File: src/rtl/sync_fifo_pkg.sv
// sync_fifo_pkg: shared defaults and sizing helper for the parameterised sync FIFO
package sync_fifo_pkg;
  localparam int DEF_DATA_WIDTH = 8;
  localparam int DEF_DEPTH = 16;
  function automatic int count_width(input int depth);
    return $clog2(depth) + 1;
  endfunction
endpackage

File: src/rtl/fifo_mem.sv
// fifo_mem: simple dual-port register array, synchronous write and asynchronous read
module fifo_mem #(
  parameter int DATA_WIDTH = 8,
  parameter int DEPTH = 16
) (
  input  logic                     clk,
  input  logic                     we,
  input  logic [$clog2(DEPTH)-1:0] waddr,
  input  logic [DATA_WIDTH-1:0]    wdata,
  input  logic [$clog2(DEPTH)-1:0] raddr,
  output logic [DATA_WIDTH-1:0]    rdata
);
  logic [DATA_WIDTH-1:0] mem [DEPTH];
  always_ff @(posedge clk)
    if (we) mem[waddr] <= wdata;
  assign rdata = mem[raddr];
endmodule

File: src/rtl/sync_fifo_param.sv
// sync_fifo_param: parameterised single-clock FIFO with count, flags and error pulses; define SYNC_FIFO_FWFT_EN for first-word fall-through reads
module sync_fifo_param
  import sync_fifo_pkg::*;
#(
  parameter int DATA_WIDTH = DEF_DATA_WIDTH,
  parameter int DEPTH = DEF_DEPTH,
  parameter int AFULL_THRESH = DEPTH - 2,
  parameter int AEMPTY_THRESH = 2
) (
  input  logic                          clk,
  input  logic                          reset,
  input  logic                          write_en,
  input  logic                          read_en,
  input  logic [DATA_WIDTH-1:0]         data_in,
  output logic [DATA_WIDTH-1:0]         out,
  output logic                          full,
  output logic                          empty,
  output logic                          almost_full,
  output logic                          almost_empty,
  output logic [count_width(DEPTH)-1:0] count,
  output logic                          overflow,
  output logic                          underflow
);
  localparam int AW = $clog2(DEPTH);
  localparam int CW = count_width(DEPTH);
  logic [AW-1:0] wr_ptr, rd_ptr;
  logic [DATA_WIDTH-1:0] rdata;
  logic wr_acc, rd_acc;
  assign wr_acc = write_en && !full;
  assign rd_acc = read_en && !empty;
  assign full = count == CW'(DEPTH);
  assign empty = count == '0;
  assign almost_full = count >= CW'(AFULL_THRESH);
  assign almost_empty = count <= CW'(AEMPTY_THRESH);
  fifo_mem #(.DATA_WIDTH(DATA_WIDTH), .DEPTH(DEPTH)) u_mem (
    .clk(clk),
    .we(wr_acc),
    .waddr(wr_ptr),
    .wdata(data_in),
    .raddr(rd_ptr),
    .rdata(rdata)
  );
  always_ff @(posedge clk or negedge reset)
    if (!reset) begin
      wr_ptr <= '0;
      rd_ptr <= '0;
      count <= '0;
      overflow <= 1'b0;
      underflow <= 1'b0;
    end else begin
      wr_ptr <= wr_ptr + AW'(wr_acc);
      rd_ptr <= rd_ptr + AW'(rd_acc);
      count <= count + CW'(wr_acc) - CW'(rd_acc);
      overflow <= write_en && full;
      underflow <= read_en && empty;
    end
`ifdef SYNC_FIFO_FWFT_EN
  assign out = empty ? '0 : rdata;
`else
  always_ff @(posedge clk or negedge reset)
    if (!reset) out <= '0;
    else if (rd_acc) out <= rdata;
`endif
endmodule

File: config.mk
export PLATFORM = sky130hd
export DESIGN_NAME = sync_fifo_param
export DESIGN_NICKNAME = d
export VERILOG_FILES = /design/src/rtl/sync_fifo_pkg.sv /design/src/rtl/fifo_mem.sv /design/src/rtl/sync_fifo_param.sv
export SDC_FILE = /design/constraint.sdc
export NUM_CORES = 1
export LEC_CHECK = 0
export CORE_MARGIN = 1.5
export CORE_UTILIZATION = 59
export CTS_CLUSTER_DIAMETER = 50
export DETAILED_ROUTE_END_ITERATION = 12
export PLACE_DENSITY = 0.78
export SETUP_SLACK_MARGIN = 0.4
export SLEW_MARGIN = 20
export SYNTH_ARGS = -nofsm -noshare
export SYNTH_HDL_FRONTEND = slang
export SYNTH_SLANG_ARGS = --single-unit
File: constraint.sdc
create_clock -name clk -period 3.3 [get_ports clk]
set_clock_uncertainty 0.15 [all_clocks]
set_input_delay 0.99 -clock clk [delete_from_list [all_inputs] [get_ports clk]]
set_output_delay 0.99 -clock clk [all_outputs]
set_load 0.1 [all_outputs]
# [Word-level counts from Yosys, hierarchy flattened]
# Memory sizes are Yosys's and may differ from the RTL's. A register that Yosys moved wholly into a read port is not among the register bits.
# Index checks and enable logic that the tools add are counted.
[classes] shifts=0 n_addsub=4 n_eq_ne=1 bitwise=0 magnitude_cmp=2 reduce_logical=8 div_mod_pow=0 mux=2 n_mul=0
[ops] op="adder 4 x 1 -> 4 bit" count=2
[ops] op="adder 5 x 1 -> 5 bit" count=1
[ops] op="== test 5 bit (second input constant)" count=1
[ops] op="greater-or-equal comparator 5 x 4 -> 1 bit (second input constant)" count=1
[ops] op="less-or-equal comparator 5 x 2 -> 1 bit (second input constant)" count=1
[ops] op="zero test 5 bit" count=1
[ops] op="subtractor 5 x 1 -> 5 bit" count=1
[ops] op="logical AND 1 bit" count=4
[ops] op="zero test 1 bit" count=3
[ops] op="two-way mux 1 bit" count=2
[word_totals] mem_bits_ro=0 word_cells=23 mem_count=1 mem_bits_rw=128 output_inout_bits=19 latchBits=0 inputBits=12 ff_bits=15
[memory_table] name="u_mem.mem" depth=16 word_bits=8 read_ports=1 rd_clocked_by_memory_dff=1 wr=1 line="fifo_mem.sv:13" text="logic [DATA_WIDTH-1:0] mem [DEPTH];"

# [Longest topological paths before layout]
# Gate-level depths: netlist of run 1.
[depth] depth_word=5 mapped_depth=14 mapped_depth_nobuf=13

# [Hierarchy]
# Synthesis of run 1 repeated with hierarchy kept, for this count alone.
[unflattened] hier_cells=307 area_unflattened_um2=6140.9
[by_module_without_submodules] mod="fifo_mem" cells_each=221 seq_area_each_um2=3843.7 area_each_um2=4987.3 n_inst=1
[by_module_without_submodules] mod="sync_fifo_param" cells_each=86 seq_area_each_um2=575.6 area_each_um2=1153.6 n_inst=1

# [Least setup slack after synthesis of run 1]
# No wires, ideal clock.
[synth_timing] kind="reg-to-reg" from="reg count[2]" to="reg count[4]" setup_time_ps=80 n_path_buf=1 setup_slack_ps=-2669 arrival_ps=5739 stages_incl_launch_ff=15 t_required_ps=3070 cell_sequence="dfrtp_1 > inv_1 > ha_1 > nor4bb_1 > nor2b_1 > buf_2 > nand2b_1 > nand2_1 > ha_1 > inv_1 > fa_1 > nor2_1 > nor2_1 > o21bai_1 > xnor2_1"
[synth_via] elab_chain_cells=5
[synth_rtl] item="from (decl)" line="sync_fifo_param.sv:20" text="output logic [count_width(DEPTH)-1:0] count,"
[synth_rtl] item="from (signal assigned)" line="sync_fifo_param.sv:53" text="count <= count + CW'(wr_acc) - CW'(rd_acc);"
[synth_rtl] item="== test 5 bit" line="sync_fifo_param.sv:31" text="assign full = count == CW'(DEPTH);"
[synth_rtl] item="via full" line="sync_fifo_param.sv:16" text="output logic full,"
[synth_rtl] item="zero test 1 bit" line="sync_fifo_param.sv:29" text="assign wr_acc = write_en && !full;"
[synth_rtl] item="logical AND 1 bit" line="sync_fifo_param.sv:29"
[synth_rtl] item="adder 5 x 1 -> 5 bit" line="sync_fifo_param.sv:53"
[synth_rtl] item="subtractor 5 x 1 -> 5 bit" line="sync_fifo_param.sv:53"
# The timed path passes the listed nets, and every way through them passes these cells.

# [Worst setup path after layout of run 1]
[layout_timing] from="reg count[2]" to="out full"
[layout_via] elab_chain_cells=1
[layout_rtl] item="== test 5 bit" line="sync_fifo_param.sv:31"
[layout_rtl] item="to (decl)" line="sync_fifo_param.sv:16"
# No other way between the ends.

==> flow_summary.yaml, run 1 <==
clock_network:
  clockBufferDepth: 2
  hold_buffers: 0
  root_buffer: "clkbuf_8"
  numCtsBuffers: 17
  clock_latency_ns: 0.53
  clock_sinks: 151
  cts_tree: "yes"
  htreeDepth: 4
  clk_pin_slew_ns: 0.07
yosys:
  yosysSeqAreaShare_pct: 72.4
  netlist_area_um2: 6100
  synth_top_area_share_pct: 63.0
  yosysTopAreaCell: "edfxtp_1"
  synthMuxAreaShare_pct: 12.8
  synth-compound-area-share_pct: 3.73
  synth-seq-cells: 151
  syn_avg_cell_area_um2: 19.1
  synth_cell_types: 39
  synth_top_family_by_area: "multiplexers"
  synth_nets: 346
  yosys.area_share.xor_xnor_pct: 1.15
  yosys.area_share.simple_pct: 4.80
  synth-adder-area-share_pct: 2.99
  synthCells: 320
  yosys-top-cells-area: "edfxtp_1 63%, mux4_2 10%, dfrtp_1 9.4%"
  synth_warnings: 0
global_route:
  grt_pass1_wl_mm: 19.0
  grt_use_total_pct: 24.3
  grt_pass1_vias: 3426
  grt_max_degree: 40
  grt-ovfl-total: 0
  antenna_found_initial: 0
power_and_ir_drop:
  p_seq_share_pct: 36.9
  ir_drop_mv: 0.876
  p_sw_share_pct: 38.9
  clockPowerShare_pct: 25.3
  p_sw_uw: 2860
  p_leak_uw: 0.00258
  power.share.combinational_pct: 37.7
  p_int_uw: 4480
  p_per_area_nw_per_um2: 988
critical_path:
  r2r_setup_slack_ns: 0.62
  worstPathMaxFanout: 5
  worstPathRequired_ns: 2.16
  cp.arrival_ns: 1.75
  start_kind: "flip-flop"
  crit_type: "reg2out"
  endpoint_kind: "output pin"
floorplan:
  rows: 36
  die-width_um: 105
  initial_core_util_pct: 61.6
  design.core.area_um2: 9910
  ios: 31
  dieHeight_um: 105
  die_area_um2: 11000
placement:
  place_hpwl_mm: 7.71
  portBuffers: 30
  dp_cells: 486
  gp_congestion: 0.762
  dpl_worst_slack_ns: 0.181
sta:
  fin_crit_sh_pct: 87.6
  holdWs_ns: 0.374
  max_slew_margin_pct: 35.8
  rsz0062_at_grt: "true"
  fmaxAchievable_mhz: 346
  hold_viol_final: 0
  setup_ws_ns: 0.410
  setup_violations: 0
  worstMarginPinSlew_ns: 0.964
  slew_violations: 0
  fin_crit_ns: 2.89
routing:
  vias: 3131
  avgViaCountPerCell: 5.99
  ant_nets: 0
  first_pass_iters: 4
  drtIter0Drc: 192
  wirelength_mm: 12.1
  drc_errors: 0
  wl_per_cell_um: 23.1
run:
  drv_cap: 0
final_layout:
  finalNonFillerCells: 523
  num_antenna_cells: 0
  nFillCells: 577
  layout_commonest_cell: "edfxtp_1"
  drive_above_1_share_pct: 40.5
  syn_to_final_growth_pct: 21.7
  layout_common_cells: "128 x edfxtp_1, 36 x buf_4, 28 x mux4_2"
  multi_input_area_um2: 1710
  nets: 403
  register_area_um2: 4430
worst_hold_path:
  min_path_type: "reg2reg"
run_status:
  status: "completed"
[layout make-up]
| type | instances | share of cell area, % |
|---|---|---|
| flip-flops and latches | 151 | 59.7 |
| multi-input cells | 145 | 23.0 |
| repair buffers | 54 | 6.77 |
| clock buffers | 17 | 5.58 |
| well taps | 133 | 2.24 |
| clock inverters | 15 | 2.21 |
| inverters | 8 | 0.472 |
[power groups by stage]
stage                     Sequential (uW)  Combinational (uW)  Clock [uW]
final                                2710                2770        1860
after global routing                 2750                2930        1970
after floorplan                      3170                1570           0
after detailed placement             2750                2670           0
after global placement               2730                2630           0
after CTS                            2700                2750        1890
[registers in the layout, summed over array words and instances (netlist names)]
name and flops:
count 5, out 8, rd_ptr 4, overflow 1
underflow 1, u_mem.mem 128, wr_ptr 4
[Yosys cell counts, drive strengths merged]
cell type	number
clkbuf	5
nand3b	2
nor4b	1
or2	1
or3b	1
nor2	23
buf	11
xor2	4
o221ai	1
mux2i	7
o21a	1
o32a	1
fa	1
nand2b	6
nor2b	4
a221oi	7
and2	3
nor3	4
mux4	28
nor4bb	1
dfrtp	23
inv	8
xnor2	4
a211oi	1
a21oi	2
o22ai	9
nand2	6
nand4	1
nand3	2
o21ai	3
mux2	7
edfxtp	128
o21bai	1
ha	13
[per-stage QoR]
step	setup TNS [ns]	utilization [%]	cell area, um^2	power [uW]
3_5_place_dp	0	68.3	6770	5420
2_1_floorplan	-0.470	-	6260	4750
6_report	0	74.9	7430	7340
4_1_cts	0	74.6	7400	7340
3_3_place_gp	0	68.3	6770	5360
5_1_grt	0	74.9	7430	7640
[final timing paths]
check | start | to | cells after the start
worst max-delay path | count[2]$_DFF_PN0_ | full | 4
worst min-delay path | out[6]$_DFFE_PN0P_ | out[6]$_DFFE_PN0P_ | 2
worst max register to register | count[2]$_DFF_PN0_ | count[4]$_DFF_PN0_ | 14
worst min register to register | out[6]$_DFFE_PN0P_ | out[6]$_DFFE_PN0P_ | 2
max in group asynchronous | reset | rd_ptr[1]$_DFF_PN0_ | 2
min in group asynchronous | reset | count[4]$_DFF_PN0_ | 1
[cell families (layout without fill, tap and decap cells)]
group | Yosys count | in the layout
flops | 151 | 151
fa+ha+maj | 14 | 14
xor+xnor | 8 | 8
mux | 42 | 42
buf+inv | 24 | 94
compound gates | 26 | 26
simple gates | 55 | 55
[worst max-delay path: stages (launching register included)]
cell	delay, ns
dfrtp_4	0.51
inv_4	0.09
ha_4	0.13
nor4bb_4	0.22
buf_6	0.27
[layer usage]
layer	GRT usage, %	part of all wire, %
met5	0	0
met4	10.5	1.1
met3	7.61	7.7
met2	40.1	52
met1	30.0	40
[repair_timing]
item	in CTS	in global routing
endpoints found under the setup margin	3	5
pin swaps	1	0
gates resized for setup	5	6
setup buffers	4	1
Power figures use the tool's default switching activity.
==> run 2, diff against run 1 <==
--- a/config.mk
+++ b/config.mk
@@ -10,7 +10,6 @@
 export CTS_CLUSTER_DIAMETER = 50
 export DETAILED_ROUTE_END_ITERATION = 12
 export PLACE_DENSITY = 0.78
-export SETUP_SLACK_MARGIN = 0.4
 export SLEW_MARGIN = 20
 export SYNTH_ARGS = -nofsm -noshare
 export SYNTH_HDL_FRONTEND = slang
==> flow_summary.yaml, run 2 (synthesis gave the netlist of run 1 again) <==
clock_network:
  clockBufferDepth: 2
  clk_pin_slew_ns: 0.06
  numCtsBuffers: 17
  cts_resized: 0
  postCtsSetupBuffers: 0
  clock_latency_ns: 0.52
  hold_buffers: 0
  htreeDepth: 4
  cts_tree: "yes"
  root_buffer: "clkbuf_8"
  clock_sinks: 151
routing:
  ant_nets: 0
  drc_errors: 0
  wirelength_mm: 11.8
  vias: 3110
  drtIter0Drc: 352
  first_pass_iters: 4
  wl_per_cell_um: 22.7
  avgViaCountPerCell: 5.98
floorplan:
  die-width_um: 105
  die_area_um2: 11000
  initial_core_util_pct: 61.6
  dieHeight_um: 105
  rows: 36
  design.core.area_um2: 9910
  ios: 31
power_and_ir_drop:
  p_seq_share_pct: 36.7
  ir_drop_mv: 0.638
  p_sw_uw: 2640
  clockPowerShare_pct: 27.0
  power.share.combinational_pct: 36.3
  p_per_area_nw_per_um2: 994
  p_leak_uw: 0.00255
  p_sw_share_pct: 36.5
  p_int_uw: 4590
critical_path:
  worstPathRequired_ns: 2.16
  cp.arrival_ns: 1.84
  slowest_stage: "dfrtp_4"
  reg2reg_from: "count[2]$_DFF_PN0_"
  start_kind: "flip-flop"
  rr_endpoint: "count[4]$_DFF_PN0_"
  worstPathMaxFanout: 5
  slowest_delay_ns: 0.52
  endpoint_kind: "output pin"
  crit_type: "reg2out"
  r2r.worst_path.cells: 13
  cp_cell_sequence: "inv_4 > ha_1 > nor2b_1 > o21a_1 > buf_4"
  r2r_setup_slack_ns: 0.59
  crit_start: "count[2]$_DFF_PN0_"
  endpoint: "almost_empty"
final_layout:
  design_area_um2: 7260
  layout_commonest_cell: "edfxtp_1"
  register_area_um2: 4430
  reg_top3: "u_mem.mem x128, out x8, count x5"
  multi_input_area_um2: 1590
  num_antenna_cells: 0
  nets: 400
  nFillCells: 585
  syn_to_final_growth_pct: 19.1
  largest_reg_flops: 128
  drive_above_1_share_pct: 33.1
  top_register: "u_mem.mem"
  layout_common_cells: "128 x edfxtp_1, 38 x buf_4, 28 x mux4_2"
global_route:
  grt_pass1_wl_mm: 18.8
  antenna_found_initial: 0
  grt_pass1_vias: 3323
  grt_use_total_pct: 23.9
  grt_max_degree: 40
  grt-ovfl-total: 0
placement:
  dpl_worst_slack_ns: 0.117
  gp_congestion: 0.825
  place_hpwl_mm: 7.24
  placedInstanceArea_um2: 6660
  portBuffers: 30
sta:
  holdWs_ns: 0.340
  max_slew_margin_pct: 56.2
  rsz0062_at_grt: "false"
  worstMarginPinSlew_ns: 0.656
  tns_ns: 0
  fin_crit_sh_pct: 90.2
  slew_violations: 0
  setup_violations: 0
  fmaxAchievable_mhz: 336
  setup_ws_ns: 0.322
  fin_crit_ns: 2.98
  hold_viol_final: 0
worst_hold_path:
  min_path_type: "reg2reg"
run_status:
  status: "completed"
run:
  drv_cap: 0
[run 2: cell count changes in the layout (fill, tap and decap cells not counted), sizes merged]
cell,previous run,this run
clkinvlp,2,3
bufinv,1,4
clkbuf,17,20
buf,43,40
inv,15,10
clkinv,5,3
[run 2: worst min path at each step]
stage | endpoint | slack, ns | cells past startpoint | from
finish | out[6]$_DFFE_PN0P_ | 0.34 | 2 | out[6]$_DFFE_PN0P_
global route | out[6]$_DFFE_PN0P_ | 0.38 | 2 | out[6]$_DFFE_PN0P_
CTS | out[6]$_DFFE_PN0P_ | 0.34 | 2 | out[6]$_DFFE_PN0P_
detailed placement | out[6]$_DFFE_PN0P_ | 0.33 | 2 | out[6]$_DFFE_PN0P_
global placement | out[6]$_DFFE_PN0P_ | 0.32 | 2 | out[6]$_DFFE_PN0P_
floorplan | rd_ptr[1]$_DFF_PN0_ | 0.35 | 1 | rd_ptr[1]$_DFF_PN0_
[run 2: area by class of cell]
cell class              count  share of cell area [%]
inverters                   8                   0.482
repair buffers             51                    5.99
multi-input cells         145                    21.9
well taps                 133                    2.29
clock inverters            12                    2.41
flip-flops and latches    151                    61.0
clock buffers              20                    5.86
[run 2: routing by layer]
layer / global-route usage (%) / share of wire [%] / vias to the layer above
li1: - / - / 1372
met1: 31.7 / 38 / 1595
met2: 39.5 / 53 / 126
met3: 4.80 / 7.3 / 17
met4: 9.10 / 2.1 / 0
met5: 0 / 0 / -
[run 2: worst max-delay path: cells and delay by family, from the launching register on]
kind	cells	cell delay [ns]
flip-flops	1	0.52
buffers and inverters	2	0.37
adder cells (fa/ha/maj)	1	0.18
AND/OR/NAND/NOR	1	0.14
AO/OA/AOI/OAI	1	0.12
[run 2: per-stage QoR]
stage,total power (uW),util [%],std cells
2_1_floorplan,4670,-,320
3_3_place_gp,5220,67.2,488
4_1_cts,7280,73.3,520
3_5_place_dp,5300,67.2,488
5_1_grt,7540,73.3,520
6_report,7220,73.3,520
[run 2: power by group through the flow]
| stage | combinational [uW] | clock, uW | sequential (uW) |
|---|---|---|---|
| after floorplan | 1500 | 0 | 3170 |
| final | 2620 | 1950 | 2650 |
| after global placement | 2560 | 0 | 2660 |
| after global routing | 2790 | 2070 | 2690 |
| after CTS | 2650 | 1980 | 2650 |
| after detailed placement | 2620 | 0 | 2680 |
